$ cat src/rtl/cordic_pkg.sv
// Shared types and constants for the CORDIC rotation scheduler.
// The tag travels alongside each datapath slot to say who owns the result and whether it was bypassed.
package cordic_pkg;

  localparam int W         = 32;
  localparam int AW        = 32;
  localparam int LATENCY   = 17;
  localparam int BYP_DEPTH = 4;

  localparam logic [31:0] DUMMY_A  = 32'h0000_0000;
  localparam logic [31:0] DUMMY_B  = 32'h0000_0001;
  localparam logic [31:0] DUMMY_P  = 32'h0000_0000;
  localparam logic [31:0] DUMMY_Q  = 32'h0000_0000;
  localparam logic [31:0] ANGLE_45 = 32'h02D0_0000;

  typedef struct packed {
    logic v;
    logic id;
    logic byp;
  } tag_t;

  function automatic logic [1:0] id_to_onehot(input logic id);
    return id ? 2'b10 : 2'b01;
  endfunction

endpackage

$ cat src/rtl/cordic_byp_fifo.sv
// Small synchronous FIFO holding {a,p,q} of requests that skip the datapath because b==0.
// A push into a full FIFO or a pop from an empty one is ignored.
module cordic_byp_fifo
  import cordic_pkg::*;
#(
  parameter int DW    = 3 * W,
  parameter int DEPTH = BYP_DEPTH
) (
  input  logic          i_clk,
  input  logic          i_rst_n,
  input  logic          i_push,
  input  logic          i_pop,
  input  logic [DW-1:0] i_data,
  output logic [DW-1:0] o_data,
  output logic          o_full,
  output logic          o_empty
);

  localparam int PW = $clog2(DEPTH);

  logic [DW-1:0] r_mem [DEPTH];
  logic [PW-1:0] r_wrPtr;
  logic [PW-1:0] r_rdPtr;
  logic [PW:0]   r_count;
  logic          w_doPush;
  logic          w_doPop;

  assign o_full   = (r_count == (PW+1)'(DEPTH));
  assign o_empty  = (r_count == '0);
  assign w_doPush = i_push && !o_full;
  assign w_doPop  = i_pop && !o_empty;
  assign o_data   = r_mem[r_rdPtr];

  always_ff @(posedge i_clk) begin
    if (w_doPush) begin
      r_mem[r_wrPtr] <= i_data;
    end
  end

  // Pointers wrap naturally because DEPTH is a power of two.
  always_ff @(posedge i_clk or negedge i_rst_n) begin
    if (!i_rst_n) begin
      r_wrPtr <= '0;
      r_rdPtr <= '0;
      r_count <= '0;
    end else begin
      if (w_doPush) begin
        r_wrPtr <= r_wrPtr + PW'(1);
      end
      if (w_doPop) begin
        r_rdPtr <= r_rdPtr + PW'(1);
      end
      case ({w_doPush, w_doPop})
        2'b10:   r_count <= r_count + (PW+1)'(1);
        2'b01:   r_count <= r_count - (PW+1)'(1);
        default: r_count <= r_count;
      endcase
    end
  end

endmodule

$ cat src/rtl/cordic_rot_sched.sv
// Round-robin front end sharing one pipelined doubly-rotating CORDIC between two requesters.
// b==0 requests never reach the datapath; they are parked in a FIFO and replayed in their pipeline slot.
module cordic_rot_sched
  import cordic_pkg::*;
#(
  parameter int W         = cordic_pkg::W,
  parameter int AW        = cordic_pkg::AW,
  parameter int LATENCY   = cordic_pkg::LATENCY,
  parameter int BYP_DEPTH = cordic_pkg::BYP_DEPTH
) (
  input  logic            i_clk,
  input  logic            i_rst_n,
  input  logic [1:0]      i_req_valid,
  output logic [1:0]      o_req_ready,
  input  logic [2*W-1:0]  i_req_a,
  input  logic [2*W-1:0]  i_req_b,
  input  logic [2*W-1:0]  i_req_p,
  input  logic [2*W-1:0]  i_req_q,
  output logic [1:0]      o_rsp_valid,
  output logic [W-1:0]    o_rsp_a,
  output logic [W-1:0]    o_rsp_b,
  output logic [W-1:0]    o_rsp_p,
  output logic [W-1:0]    o_rsp_q,
  output logic [AW-1:0]   o_rsp_angle,
  output logic [W-1:0]    o_dp_a,
  output logic [W-1:0]    o_dp_b,
  output logic [W-1:0]    o_dp_p,
  output logic [W-1:0]    o_dp_q,
  input  logic [W-1:0]    i_dp_af,
  input  logic [W-1:0]    i_dp_bf,
  input  logic [W-1:0]    i_dp_pf,
  input  logic [W-1:0]    i_dp_qf,
  input  logic [AW-1:0]   i_dp_angle,
  output logic [4:0]      o_inflight
);

  logic          r_rr;
  tag_t          r_tag [LATENCY+1];

  logic [1:0]    w_bZero;
  logic [1:0]    w_elig;
  logic [1:0]    w_grant;
  logic          w_xfer;
  logic          w_gid;
  logic [W-1:0]  w_selA;
  logic [W-1:0]  w_selB;
  logic [W-1:0]  w_selP;
  logic [W-1:0]  w_selQ;
  logic          w_selByp;
  tag_t          w_tagIn;
  tag_t          w_tagOut;
  logic          w_pop;
  logic          w_fifoFull;
  logic          w_fifoEmpty;
  logic [3*W-1:0] w_fifoData;

  assign w_bZero[0] = (i_req_b[W-1:0] == '0);
  assign w_bZero[1] = (i_req_b[2*W-1:W] == '0);

  // Fullness is judged on the registered count only, so a pop this cycle never frees a slot early.
  assign w_elig[0] = i_req_valid[0] && (!w_bZero[0] || !w_fifoFull);
  assign w_elig[1] = i_req_valid[1] && (!w_bZero[1] || !w_fifoFull);

  always_comb begin
    w_grant = 2'b00;
    if (w_elig == 2'b11) begin
      w_grant = id_to_onehot(r_rr);
    end else begin
      w_grant = w_elig;
    end
  end

  assign o_req_ready = w_grant;
  assign w_xfer      = |w_grant;
  assign w_gid       = w_grant[1];

  assign w_selA   = w_gid ? i_req_a[2*W-1:W] : i_req_a[W-1:0];
  assign w_selB   = w_gid ? i_req_b[2*W-1:W] : i_req_b[W-1:0];
  assign w_selP   = w_gid ? i_req_p[2*W-1:W] : i_req_p[W-1:0];
  assign w_selQ   = w_gid ? i_req_q[2*W-1:W] : i_req_q[W-1:0];
  assign w_selByp = w_xfer && (w_selB == '0);

  assign w_tagIn.v   = w_xfer;
  assign w_tagIn.id  = w_gid;
  assign w_tagIn.byp = w_selByp;

  assign w_tagOut = r_tag[LATENCY];
  assign w_pop    = w_tagOut.v && w_tagOut.byp && !w_fifoEmpty;

  always_ff @(posedge i_clk or negedge i_rst_n) begin
    if (!i_rst_n) begin
      r_rr <= 1'b0;
    end else if (w_xfer) begin
      r_rr <= ~w_gid;
    end
  end

  // Only genuine b!=0 operands reach the datapath; every other slot carries the b=1 dummy.
  always_ff @(posedge i_clk or negedge i_rst_n) begin
    if (!i_rst_n) begin
      o_dp_a <= W'(DUMMY_A);
      o_dp_b <= W'(DUMMY_B);
      o_dp_p <= W'(DUMMY_P);
      o_dp_q <= W'(DUMMY_Q);
    end else if (w_xfer && !w_selByp) begin
      o_dp_a <= w_selA;
      o_dp_b <= w_selB;
      o_dp_p <= w_selP;
      o_dp_q <= w_selQ;
    end else begin
      o_dp_a <= W'(DUMMY_A);
      o_dp_b <= W'(DUMMY_B);
      o_dp_p <= W'(DUMMY_P);
      o_dp_q <= W'(DUMMY_Q);
    end
  end

  always_ff @(posedge i_clk or negedge i_rst_n) begin
    if (!i_rst_n) begin
      for (int k = 0; k <= LATENCY; k++) begin
        r_tag[k] <= '0;
      end
    end else begin
      r_tag[0] <= w_tagIn;
      for (int k = 1; k <= LATENCY; k++) begin
        r_tag[k] <= r_tag[k-1];
      end
    end
  end

  cordic_byp_fifo #(
    .DW    (3 * W),
    .DEPTH (BYP_DEPTH)
  ) u_bypFifo (
    .i_clk   (i_clk),
    .i_rst_n (i_rst_n),
    .i_push  (w_selByp),
    .i_pop   (w_pop),
    .i_data  ({w_selA, w_selP, w_selQ}),
    .o_data  (w_fifoData),
    .o_full  (w_fifoFull),
    .o_empty (w_fifoEmpty)
  );

  // The exiting tag lines up with the datapath output register; its data is held between pulses.
  always_ff @(posedge i_clk or negedge i_rst_n) begin
    if (!i_rst_n) begin
      o_rsp_valid <= 2'b00;
      o_rsp_a     <= '0;
      o_rsp_b     <= '0;
      o_rsp_p     <= '0;
      o_rsp_q     <= '0;
      o_rsp_angle <= '0;
    end else begin
      o_rsp_valid <= 2'b00;
      if (w_tagOut.v) begin
        o_rsp_valid <= id_to_onehot(w_tagOut.id);
        if (w_tagOut.byp) begin
          o_rsp_a     <= w_fifoData[3*W-1:2*W];
          o_rsp_b     <= '0;
          o_rsp_p     <= w_fifoData[2*W-1:W];
          o_rsp_q     <= w_fifoData[W-1:0];
          o_rsp_angle <= '0;
        end else begin
          o_rsp_a     <= i_dp_af;
          o_rsp_b     <= i_dp_bf;
          o_rsp_p     <= i_dp_pf;
          o_rsp_q     <= i_dp_qf;
          o_rsp_angle <= i_dp_angle;
        end
      end
    end
  end

  always_ff @(posedge i_clk or negedge i_rst_n) begin
    if (!i_rst_n) begin
      o_inflight <= '0;
    end else begin
      case ({w_tagIn.v, w_tagOut.v})
        2'b10:   o_inflight <= o_inflight + 5'd1;
        2'b01:   o_inflight <= o_inflight - 5'd1;
        default: o_inflight <= o_inflight;
      endcase
    end
  end

endmodule

$ cat config.mk
export PLATFORM = sky130hd
export DESIGN_NAME = cordic_rot_sched
export DESIGN_NICKNAME = d
export VERILOG_FILES = /design/src/rtl/cordic_pkg.sv /design/src/rtl/cordic_byp_fifo.sv /design/src/rtl/cordic_rot_sched.sv
export SDC_FILE = /design/constraint.sdc
export NUM_CORES = 1
export LEC_CHECK = 0
export BUFFER_PORTS_ARGS = -buffer_cell sky130_fd_sc_hd__buf_2
export CORE_AREA = 2 2 275 277
export DETAILED_ROUTE_END_ITERATION = 10
export DIE_AREA = 0 0 277 279
export PLACE_DENSITY = 0.68
export SLEW_MARGIN = 20
export SYNTH_ARGS = -nofsm -noshare
export SYNTH_HDL_FRONTEND = slang
export SYNTH_SLANG_ARGS = --single-unit
$ cat constraint.sdc
create_clock -name i_clk -period 4.6 [get_ports i_clk]
set_input_delay 0.46 -clock i_clk [delete_from_list [all_inputs] [get_ports i_clk]]
set_output_delay 0.46 -clock i_clk [all_outputs]
set_load 0.01 [all_outputs]
==> reports/results.ini, run 1 <==
[clock_tree]
cts.clk_slew.worst_paths_ns = 0.06
ctsHtreeMaxLevel = 3
cts_tree = yes
clk_path_buf_depth = 3
cts_buffers = 81
clk_root_buffer_cell = clkbuf_16
cts_hold_buffers = 1
cts.repair_timing.setup_buffer_count = 0
cts-resized-gates = 0
insertion_delay_ns = 0.62
tritoncts_num_sinks = 741

[floorplan]
initial_core_util_pct = 39.23
std_cell_rows = 100
ios = 717
die_w_um = 277
fp.coreArea_um2 = 74070
die_area_um2 = 77280
die_h_um = 279

[layout]
final.fill_count = 6493
mostFrequentLayoutCells = buf_2, edfxtp_1, dfrtp_1
layout.nets = 3167
commonest_non_fill_non_tap_cell_in_the_layout = buf_2
stdcell_count = 3781
area_added_between_synthesis_and_finish_pct = 25.23
drive_above_1_share_pct = 35.60

[placement]
post-place-cells = 3621
gp_congestion = 0.8982
count_of_port_buffers_added_during_placement = 716
place.detailed.hpwl_um = 55090

[drt]
avgViaCountPerCell = 5.176
drc = 0
wl_um = 80950
initial_drc_count = 1114
dr.pass1.iters = 6
vias = 19570
routedWlPerCell_um = 21.41
antenna_violating_nets_post_route = 0

[yosys]
number_of_distinct_library_cells_after_synthesis = 42
ys_warn_count = 0
net_count_synth = 2476
synthesis.area_um2 = 29060
syn_avg_cell_area_um2 = 14.21
post_synthesis_async_set_or_reset_flop_share_pct = 48.18
synth_top_flop_cell = edfxtp_1
synth_seq_cells = 741
synth_edf_count = 384
synth-seq-area-share_pct = 70.43
synthCells = 2045

[setup_path]
crit_fanout = 39
criticalPathCategory = in2out
crit_path_end_kind = output pin
regToRegEndpoint = o_dp_p[24]$_DFF_PN0_
start_kind = input port
timing.critical_path.required_ns = 4.14
reg2reg_setup_slack_ns = 1.44
r2r_depth = 7
timing.critical_path.arrival_ns = 2.81
critical_path.reg2reg.startpoint = u_bypFifo.r_count[0]$_DFFE_PN0P_

[timing]
tightest_slew_ns = 0.8909
total_negative_slack_for_setup_checks_ns = 0
holdWs_ns = 0.05256
slew_viol_final = 0
unrepaired_setup_endpoints_after_global_routing = false
setup_violations = 0
finalHoldViolations = 0
skew_ns = 0.02233
final_worst_path_period_share_pct = 71.11
post-route-min-period_ns = 3.271
max_transition_margin_pct = 40.61
clock.fmax_mhz = 305.7

[grt]
grt.met3_usage_pct = 3.916
grt_start_max_net_pins = 130
grt_antenna_before_repair = 14
overflow = 0
grtUsageMet2_pct = 35.41
grt_busiest_layer = met2
grt_pass1_vias = 20470
grt_use_met1_pct = 25.92
grt_pass1_wl_um = 121500
grt_usage_pct = 20.48

[power]
max-vdd-ir-drop_mv = 0.2619
p_leak_nw = 15.00
p_per_area_nw_per_um2 = 424.1

[status]
run_status = completed

[run]
max_cap_viol_count = 0

[hold_path]
hold_class = in2reg
hold_path_startpoint = i_dp_bf[9]
hold_path_depth = 3
worstHoldEndpoint = o_rsp_b[9]$_DFFE_PN0P_

==> cells by family after synthesis <==
group                    Yosys count  share of synthesized area, %
AO/OA/AOI/OAI                    434                         7.630
XOR/XNOR                          11                        0.3315
adder cells (fa/ha/maj)           11                        0.5253
buffers and inverters            216                         3.453
flip-flops                       741                         70.43
multiplexers                     194                         10.82
AND/OR/NAND/NOR                  438                         6.808
==> report_power, final <==
group          leakage (nW)  internal [W]  total [W]  switching (W)
clock                  1.31       0.00385    0.00649        0.00264
sequential             7.75       0.00732    0.00746       0.000134
combinational          5.93      0.000535    0.00148       0.000946
total                  15.0        0.0117     0.0154        0.00372
==> Yosys cell counts (7+ instances only) <==
master	count	area, um2
a21oi_1	229	1146
buf_1	10	37.54
edfxtp_1	384	11530
dfrtp_1	356	8909
inv_1	75	281.5
mux2i_1	97	970.9
buf_6	7	78.83
nor2_1	100	375.4
nor4_1	17	106.4
o21ai_1	47	235.2
ha_1	9	112.6
nand3_2	16	160.2
nand3_1	113	565.5
clkbuf_1	76	285.3
o21ai_0	147	735.7
buf_2	16	80.08
mux4_2	96	2162
buf_4	28	210.2
nand2_1	178	668.1
==> sequential cells by signal, summed over array words and instances (netlist names) <==
signal / cells
o_dp_a: 32
o_dp_b: 32
o_dp_p: 32
o_dp_q: 32
o_inflight: 5
o_rsp_a: 32
o_rsp_angle: 32
o_rsp_b: 32
o_rsp_p: 32
o_rsp_q: 32
o_rsp_valid: 2
r_rr: 1
r_tag: 54
u_bypFifo.r_count: 3
u_bypFifo.r_mem: 384
u_bypFifo.r_rdPtr: 2
u_bypFifo.r_wrPtr: 2
==> layout make-up <==
class                      count  area (um2)  share of cell area (%)
antenna                        9       22.52                 0.06189
clock buffer                 110        2196                   6.034
clock inverter                40       508.0                   1.396
inverter                      75       281.5                  0.7736
multi-input combinational   1088        7644                   21.01
sequential                   741       20480                   56.28
tap                          969        1212                   3.332
timing repair buffer         749        4044                   11.11
==> critical path, cell delays in order <==
cell,delay (ns)
buf_2,0.11
nor4_1,0.58
nand2_1,0.15
nor4_1,0.58
a21boi_4,0.11
buf_4,0.34
a21oi_1,0.27
buf_2,0.20
==> layer usage <==
metal | up-vias | wire (um)
li1 | 8856 | -
met1 | 9841 | 32580
met2 | 733 | 41590
met3 | 135 | 4675
met4 | 6 | 2084
met5 | - | 31
==> through the flow <==
stage | setup WS, ns | cell area [um2] | total power (W) | utilization (%)
finish | 1.329 | 36390 | 0.01543 | 49.13
global route | 1.195 | 36390 | 0.01602 | 49.12
CTS | 1.327 | 36370 | 0.01561 | 49.10
detailed placement | 0.7773 | 33650 | 0.009069 | 45.43
global placement | 0.8297 | 33650 | 0.009023 | 45.43
floorplan | 0.2582 | 29060 | 0.008278 | -
==> worst max-delay path by stage <==
stage,startpoint,endpoint,slack [ns],cells after the start
2_1_floorplan,i_req_b[29],u_bypFifo.r_mem[2][0]$_DFFE_PP_,0.26,6
3_3_place_gp,i_req_b[32],u_bypFifo.r_mem[1][67]$_DFFE_PP_,0.83,8
3_5_place_dp,i_req_b[32],u_bypFifo.r_mem[1][32]$_DFFE_PP_,0.78,8
4_1_cts,i_req_b[32],o_req_ready[0],1.33,8
5_1_grt,i_req_b[32],u_bypFifo.r_mem[1][73]$_DFFE_PP_,1.20,8
6_report,i_req_b[32],o_req_ready[0],1.33,8
Note: power is estimated with default switching activity, not from simulation.
==> inputs of run 2 (changes only) <==
Settings changed: ABC_AREA from default to 1, CORE_AREA 2 2 275 277 to 2 2 283 285, DIE_AREA 0 0 277 279 to 0 0 285 287.
Clock period 4.6 ns to 2.9 ns, I/O delays scaled along.
==> run 2 against run 1 <==
  * Largest cell class unchanged
  * Die area rose by 5.8%
  * Via count rose by 20%
  * Non-clock buffer count rose by 355
  * Sequential cell count did not move
  * The run now ends with setup timing left
  * Global-route usage rose by 1.1 points
  * Clock skew rose by 0.0024 ns
  * Routed wire length rose by 12%
==> reports/results.ini, run 2 <==
[status]
run_status = finished with violations
violations = setup timing

[placement]
gp_congestion = 0.8850  ; -1.5%
place.detailed.hpwl_um = 62050  ; +13%
count_of_port_buffers_added_during_placement = 716  ; unchanged

[hold_path]
hold_path_startpoint = i_req_p[37]
hold_path_depth = 3  ; unchanged
worstHoldEndpoint = o_dp_p[5]$_DFF_PN0_
hold_class = in2reg

[layout]
mostFrequentLayoutCells = buf_2, edfxtp_1, nor2_1
commonest_non_fill_non_tap_cell_in_the_layout = buf_2
fin_util_pct = 51.54  ; +2.4 points
largestRegisters = u_bypFifo.r_mem: 384 flops, r_tag: 54 flops
final.fill_count = 6799  ; +4.7%
drive_above_1_share_pct = 32.27  ; -3.3 points
registers.top_by_ff_count = u_bypFifo.r_mem
largest_reg_flops = 384  ; unchanged
layout.nets = 4136  ; +31%
area_added_between_synthesis_and_finish_pct = 37.31

[setup_path]
crit_path_end_kind = flop
critical_path.cell_chain = nor2_2 -> nand2_2 -> nor2_2 -> nand2_1 -> nor2_1 -> nand2_1 -> nand3_2 -> nand2_4 -> clkbuf_16 -> o21ai_4 -> nand2_1 -> nor2_1 -> nand2_1 -> nor2_4 -> nand3_4 -> buf_12 -> nor2_4 -> buf_12
critical_path_buf_inv_count = 3  ; unchanged
regToRegEndpoint = u_bypFifo.r_mem[3][95]$_DFFE_PP_
criticalPathCategory = reg2reg
timing.critical_path.max_delay_family = simple AND/OR/NAND/NOR gates
critical_path.most_common_cell = nand2_1
timing.critical_path.arrival_ns = 3.35  ; +0.54 ns
start_kind = flop
timing.critical_path.required_ns = 3.17  ; -0.97 ns
critical_path.startpoint = u_bypFifo.r_count[0]$_DFFE_PN0P_
worstSetupPathDepth = 18  ; +10
critPathSlowestCell = dfrtp_1
reg2reg_setup_slack_ns = -0.18  ; -1.62 ns
crit_fanout = 41  ; +5.1%
r2r_depth = 18  ; +11
critical_path.reg2reg.startpoint = u_bypFifo.r_count[0]$_DFFE_PN0P_
critPathMaxStageDelay_ns = 0.39  ; -0.19 ns

[floorplan]
initial_core_util_pct = 37.53  ; -1.7 points
die_h_um = 287  ; +2.9%
std_cell_rows = 103  ; +3.0%
die_area_um2 = 81800  ; +5.8%
die_w_um = 285  ; +2.9%
fp.coreArea_um2 = 78610  ; +6.1%
ios = 717  ; unchanged

[timing]
slew_viol_final = 0  ; unchanged
max_transition_margin_pct = 42.54  ; +1.9 points
finalHoldViolations = 0  ; unchanged
skew_ns = 0.02477  ; +0.002439 ns
final_worst_path_period_share_pct = 106.3
post-route-min-period_ns = 3.082
setup_violations = 390  ; +390
unrepaired_setup_endpoints_after_global_routing = true
clock.fmax_mhz = 324.5
holdWs_ns = 0.03352  ; -0.01904 ns
tightest_slew_ns = 0.8620  ; -0.02891 ns
final.setup.worst_slack_ns = -0.1818  ; -1.511 ns

[grt]
grt_pass1_vias = 23610  ; +15%
grt_pass1_wl_um = 136200  ; +12%
overflow = 0  ; unchanged
grt_usage_pct = 21.56  ; +1.1 points
grt_antenna_before_repair = 3  ; -11
grt_start_max_net_pins = 112  ; -14%

[power]
p_seq_share_pct = 46.7  ; -1.6 points
switching_share_pct = 25.30  ; +1.2 points
max-vdd-ir-drop_mv = 0.4147  ; +58%
design_internal_power_w = 0.01954  ; +67%
power.share.clock_pct = 38.8  ; -3.3 points
pwr-share-comb_pct = 14.5  ; +4.9 points
power.net_switching_w = 0.006618  ; +78%
p_leak_nw = 18.12  ; +21%
p_per_area_nw_per_um2 = 645.7  ; +52%

[yosys]
yosys.area.top_type = edfxtp_1
syn_avg_cell_area_um2 = 11.00  ; -23%
synth_edf_count = 384  ; unchanged
post-synth-top-count-cell = edfxtp_1
number_of_distinct_library_cells_after_synthesis = 32  ; -24%
synthesis.area_um2 = 29510  ; +1.5%
ys_warn_count = 0  ; unchanged
synthCells = 2682  ; +31%
synth-seq-area-share_pct = 69.36  ; -1.1 points
synth_seq_cells = 741  ; unchanged
synth_top_flop_cell = edfxtp_1
post_synthesis_async_set_or_reset_flop_share_pct = 48.18  ; unchanged
synth_top_area_share_pct = 39.08  ; -0.60 points
synthTopCellsByCount = edfxtp_1, nor2_1, dfrtp_1, o21ai_0, inv_1
synth.top_cells.by_area = edfxtp_1, dfrtp_1, o21ai_0, nor2_1, inv_1
net_count_synth = 3113  ; +26%

[clock_tree]
cts.clk_slew.worst_paths_ns = 0.06  ; about the same
ctsHtreeMaxLevel = 3  ; unchanged
insertion_delay_ns = 0.62  ; about the same
clk_path_buf_depth = 3  ; unchanged
tritoncts_num_sinks = 741  ; unchanged
cts_buffers = 78  ; -3.7%
cts_tree = yes
clk_root_buffer_cell = clkbuf_16

[drt]
dr.pass1.iters = 5  ; -1
antenna_violating_nets_post_route = 0  ; unchanged
wl_um = 90930  ; +12%
initial_drc_count = 1716  ; +54%
avgViaCountPerCell = 4.869  ; -5.9%
routedWlPerCell_um = 18.86  ; -12%
vias = 23470  ; +20%
drc = 0  ; unchanged

[run]
max_cap_viol_count = 0  ; unchanged

==> run 2: cell types whose count changed after synthesis, sizes merged, moves of 15 or more <==
cell    delta
o21ai    +171
clkbuf    +47
nand2     +94
inv      +250
nor2     +271
nor4      -18
a21oi    -225
o22ai     +96
nand3     -15
mux4      -96
mux2i     -97
or2       +98
buf       -27
o211ai    +96
==> run 2: routing by layer <==
| metal | vias up | track usage (%) | part of all wire (%) |
|---|---|---|---|
| li1 | 11040 | - | - |
| met1 | 11370 | 26.55 | 40 |
| met2 | 895 | 37.37 | 50 |
| met3 | 166 | 3.976 | 6.3 |
| met4 | 0 | 8.979 | 3.8 |
| met5 | - | 0 | 0 |
==> run 2: what timing repair did <==
item,in CTS,in global routing
hold endpoints to repair,209,0
pin swaps,1,12
endpoints found under the setup margin,378,526
hold buffers,161,0
setup buffers,10,3
gates cloned,1,3
gates resized for setup,16,28
==> run 2: through the flow <==
stage | setup WS [ns] | cells | total power (W) | cell area (um2) | TNS (ns)
4_1_cts | -0.1178 | 4814 | 0.02638 | 40350 | -27.65
5_1_grt | -0.3461 | 4818 | 0.02725 | 40510 | -131.82
3_5_place_dp | -0.3248 | 4499 | 0.01599 | 35950 | -81.18
6_report | -0.1818 | 4820 | 0.02616 | 40520 | -52.23
3_3_place_gp | -0.2874 | 4499 | 0.01592 | 35950 | -78.80
2_1_floorplan | -0.8612 | 2682 | 0.01395 | 29600 | -324.07
==> run 2: logic make-up (layout without fill, tap and decap cells) <==
kind of cell / after synthesis / after routing / share of synthesized area [%]
simple gates: 871 / 871 / 12.68
flops: 741 / 741 / 69.36
fa+ha+maj: 11 / 11 / 0.5173
buf+inv: 486 / 1572 / 6.390
xor+xnor: 6 / 6 / 0.1781
other cells: 0 / 2 / 0
compound gates: 567 / 567 / 10.88
==> run 2: power by group through the flow <==
stage,sequential (W),combinational (W),clock [W]
3_5_place_dp,0.0124,0.00360,0
5_1_grt,0.0123,0.00417,0.0108
6_report,0.0122,0.00380,0.0102
4_1_cts,0.0122,0.00380,0.0104
3_3_place_gp,0.0124,0.00354,0
2_1_floorplan,0.0127,0.00126,0
==> run 2: area by class of cell <==
class	count	area, um2	area share [%]
antenna	2	5.005	0.01235
clock buffer	113	2265	5.590
multi-input combinational	1455	7328	18.09
sequential	741	20480	50.55
clock inverter	30	362.8	0.8956
inverter	325	1236	3.051
timing repair buffer	1104	7525	18.57
tap	1050	1314	3.243
==> run 2: worst max path at each step <==
| stage | endpoint | slack [ns] |
|---|---|---|
| after floorplan | u_bypFifo.r_mem[0][0]$_DFFE_PP_ | -0.86 |
| after global placement | u_bypFifo.r_count[2]$_DFFE_PN0P_ | -0.29 |
| after detailed placement | u_bypFifo.r_count[1]$_DFFE_PN0P_ | -0.32 |
| after CTS | u_bypFifo.r_mem[3][95]$_DFFE_PP_ | -0.12 |
| after global routing | u_bypFifo.r_mem[3][95]$_DFFE_PP_ | -0.35 |
| final | u_bypFifo.r_mem[3][95]$_DFFE_PP_ | -0.18 |
==> run 2: worst register-to-register path, stage by stage (launching register included) <==
cell	delay, ns
dfrtp_1	0.39
nor2_2	0.15
nand2_2	0.10
nor2_2	0.10
nand2_1	0.06
nor2_1	0.10
nand2_1	0.08
nand3_2	0.11
nand2_4	0.12
clkbuf_16	0.19
o21ai_4	0.12
nand2_1	0.07
nor2_1	0.12
nand2_1	0.11
nor2_4	0.17
nand3_4	0.13
buf_12	0.16
nor2_4	0.15
buf_12	0.28
==> inputs of run 3 (changes only) <==
Settings changed: SKIP_LAST_GASP from default to 1.
==> run 3 against run 2 <==
  * The flow still finishes with violations (setup timing)
  * Count of clock-buffer cells in the layout unchanged
  * Sequential cell count unchanged
  * Critical path type unchanged
  * Cell count barely moved
  * Cell area hardly changed
  * Critical path depth grew 1
  * Sequential share of layout area barely moved
  * Core utilization about the same
  * Global-route usage about the same
==> reports/results.ini, run 3 (synthesis gave the netlist of run 2 again) <==
[timing]
tightest_slew_ns = 0.8597  ; -0.002291 ns
final_worst_path_period_share_pct = 106.3  ; about the same
finalHoldViolations = 0  ; unchanged
slew_viol_final = 0  ; unchanged
post-route-min-period_ns = 3.082  ; -0.0002490 ns
unrepaired_setup_endpoints_after_global_routing = true
setup_violations = 386  ; -1.0%
final.setup.worst_slack_ns = -0.1815  ; +0.0002490 ns
max_transition_margin_pct = 42.69  ; +0.15 points
skew_ns = 0.02029  ; -0.004480 ns
clock.fmax_mhz = 324.5  ; about the same

[placement]
postPlaceCellArea_um2 = 35950  ; unchanged
gp_congestion = 0.8850  ; unchanged
count_of_port_buffers_added_during_placement = 716  ; unchanged
place.detailed.hpwl_um = 62050  ; unchanged

[setup_path]
crit_fanout = 21  ; -49%
critical_path_buf_inv_count = 4  ; +1
timing.critical_path.arrival_ns = 3.37  ; +0.02 ns
critical_path.cell_chain = nor2_2 -> nand2_2 -> nor2_2 -> nand2_1 -> nor2_1 -> nand2_1 -> nand3_4 -> nand2_4 -> buf_12 -> o21ai_2 -> nand2_1 -> nor2_1 -> nand2_1 -> nor2_4 -> nand3_4 -> buf_12 -> nor2_4 -> buf_12 -> buf_16
timing.critical_path.required_ns = 3.19  ; +0.02 ns
criticalPathCategory = reg2reg
start_kind = flop
timing.critical_path.max_delay_family = simple AND/OR/NAND/NOR gates
critical_path.most_common_cell = nand2_1
critPathSlowestCell = dfrtp_1
reg2reg_setup_slack_ns = -0.18  ; about the same
crit_path_end_kind = flop
critPathMaxStageDelay_ns = 0.39  ; about the same

[floorplan]
fp.coreArea_um2 = 78610  ; unchanged
die_area_um2 = 81800  ; unchanged
ios = 717  ; unchanged
std_cell_rows = 103  ; unchanged
die_w_um = 285  ; unchanged
die_h_um = 287  ; unchanged
initial_core_util_pct = 37.53  ; unchanged

[grt]
overflow = 0  ; unchanged
grt_start_max_net_pins = 112  ; unchanged
grt_pass1_wl_um = 136200  ; about the same
grt_pass1_vias = 23620  ; +0.047%
grt_usage_pct = 21.56  ; about the same
grt_antenna_before_repair = 3  ; unchanged

[drt]
wl_um = 90850  ; about the same
initial_drc_count = 1720  ; +0.23%
dr.pass1.iters = 5  ; unchanged
routedWlPerCell_um = 18.85  ; about the same
avgViaCountPerCell = 4.876  ; +0.15%
vias = 23500  ; +0.13%
antenna_violating_nets_post_route = 0  ; unchanged
drc = 0  ; unchanged

[layout]
mostFrequentLayoutCells = buf_2, edfxtp_1, nor2_1
largest_reg_flops = 384  ; unchanged
drive_above_1_share_pct = 32.20  ; -0.071 points
registers.top_by_ff_count = u_bypFifo.r_mem
stdcell_area_um2 = 40490  ; about the same
fin_util_pct = 51.51  ; about the same
area_added_between_synthesis_and_finish_pct = 37.23  ; about the same
commonest_non_fill_non_tap_cell_in_the_layout = buf_2
layout.nets = 4135  ; -0.024%
largestRegisters = u_bypFifo.r_mem: 384 flops, r_tag: 54 flops
final.fill_count = 6801  ; +0.029%

[status]
run_status = finished with violations
violations = setup timing

[power]
p_leak_nw = 18.10  ; about the same
p_per_area_nw_per_um2 = 646.4  ; +0.12%
max-vdd-ir-drop_mv = 0.4131  ; -0.37%

[clock_tree]
ctsHtreeMaxLevel = 3  ; unchanged
tritoncts_num_sinks = 741  ; unchanged
insertion_delay_ns = 0.61  ; about the same
cts_buffers = 78  ; unchanged
cts.clk_slew.worst_paths_ns = 0.06  ; about the same
clk_path_buf_depth = 3  ; unchanged
clk_root_buffer_cell = clkbuf_16
cts_tree = yes

[hold_path]
hold_class = in2reg

[run]
max_cap_viol_count = 0  ; unchanged

## run 3: cell count changes in the layout (fill, tap and decap cells not counted), sizes merged
cell / previous run / this run
clkbuf: 116 / 114
buf: 940 / 941
## run 3: final cells by class
type | instances | area, um2 | share of cell area (%)
antenna | 2 | 5.005 | 0.01236
clock buffer | 113 | 2265 | 5.593
clock inverter | 30 | 362.8 | 0.8961
inverter | 325 | 1234 | 3.047
multi-input combinational | 1455 | 7341 | 18.13
sequential | 741 | 20480 | 50.58
tap | 1050 | 1314 | 3.244
timing repair buffer | 1103 | 7491 | 18.50
## run 3: what timing repair did
item                       4_1_cts  5_1_grt
hold endpoints to repair       209        0
cloned                           1        1
gates resized for setup          7       30
hold buffers                   161        0
pin swaps                        1       13
setup buffers                   10        3
setup endpoints to repair      378      526
## run 3: final timing paths
check,cells after the start,to,startpoint
max in group asynchronous,3,u_bypFifo.r_rdPtr[0]$_DFFE_PN0P_,i_rst_n
min reg2reg,0,r_tag[3]$_DFF_PN0_,r_tag[6]$_DFF_PN0_
max reg2reg,19,u_bypFifo.r_mem[1][9]$_DFFE_PP_,u_bypFifo.r_count[0]$_DFFE_PN0P_
min,3,o_dp_p[5]$_DFF_PN0_,i_req_p[37]
max,19,u_bypFifo.r_mem[1][9]$_DFFE_PP_,u_bypFifo.r_count[0]$_DFFE_PN0P_
min in group asynchronous,2,o_rsp_angle[4]$_DFFE_PN0P_,i_rst_n
## run 3: worst reg2reg max path, stage by stage, from the launching register on
cell and delay, ns:
dfrtp_1 0.39, nor2_2 0.15, nand2_2 0.10, nor2_2 0.10
nand2_1 0.06, nor2_1 0.10, nand2_1 0.10, nand3_4 0.11
nand2_4 0.09, buf_12 0.17, o21ai_2 0.14, nand2_1 0.08
nor2_1 0.11, nand2_1 0.10, nor2_4 0.17, nand3_4 0.13
buf_12 0.16, nor2_4 0.16, buf_12 0.14, buf_16 0.17
## run 3: metal layers
layer,global-route usage [%],up-vias,share of wire [%]
met5,0,-,0
met4,9.045,0,3.9
met3,3.968,171,6.3
met2,37.32,936,49
met1,26.58,11360,40
li1,-,11040,-
## run 3: per-stage QoR
step           TNS [ns]  hold slack [ns]  total power, W  std cells  setup WS, ns
4_1_cts          -29.82        0.0005083         0.02638       4814       -0.1229
3_3_place_gp     -78.80           0.3074         0.01592       4499       -0.2874
3_5_place_dp     -81.18           0.3075         0.01599       4499       -0.3248
2_1_floorplan   -324.07        -0.005591         0.01395       2682       -0.8612
6_report         -52.16          0.03250         0.02618       4819       -0.1815
5_1_grt         -125.06          0.03864         0.02726       4817       -0.3391
## run 3: where the power goes
part           switching, W  internal, W
logic               0.00221      0.00160
registers          0.000333       0.0119
clock network       0.00408      0.00608
total               0.00662       0.0196
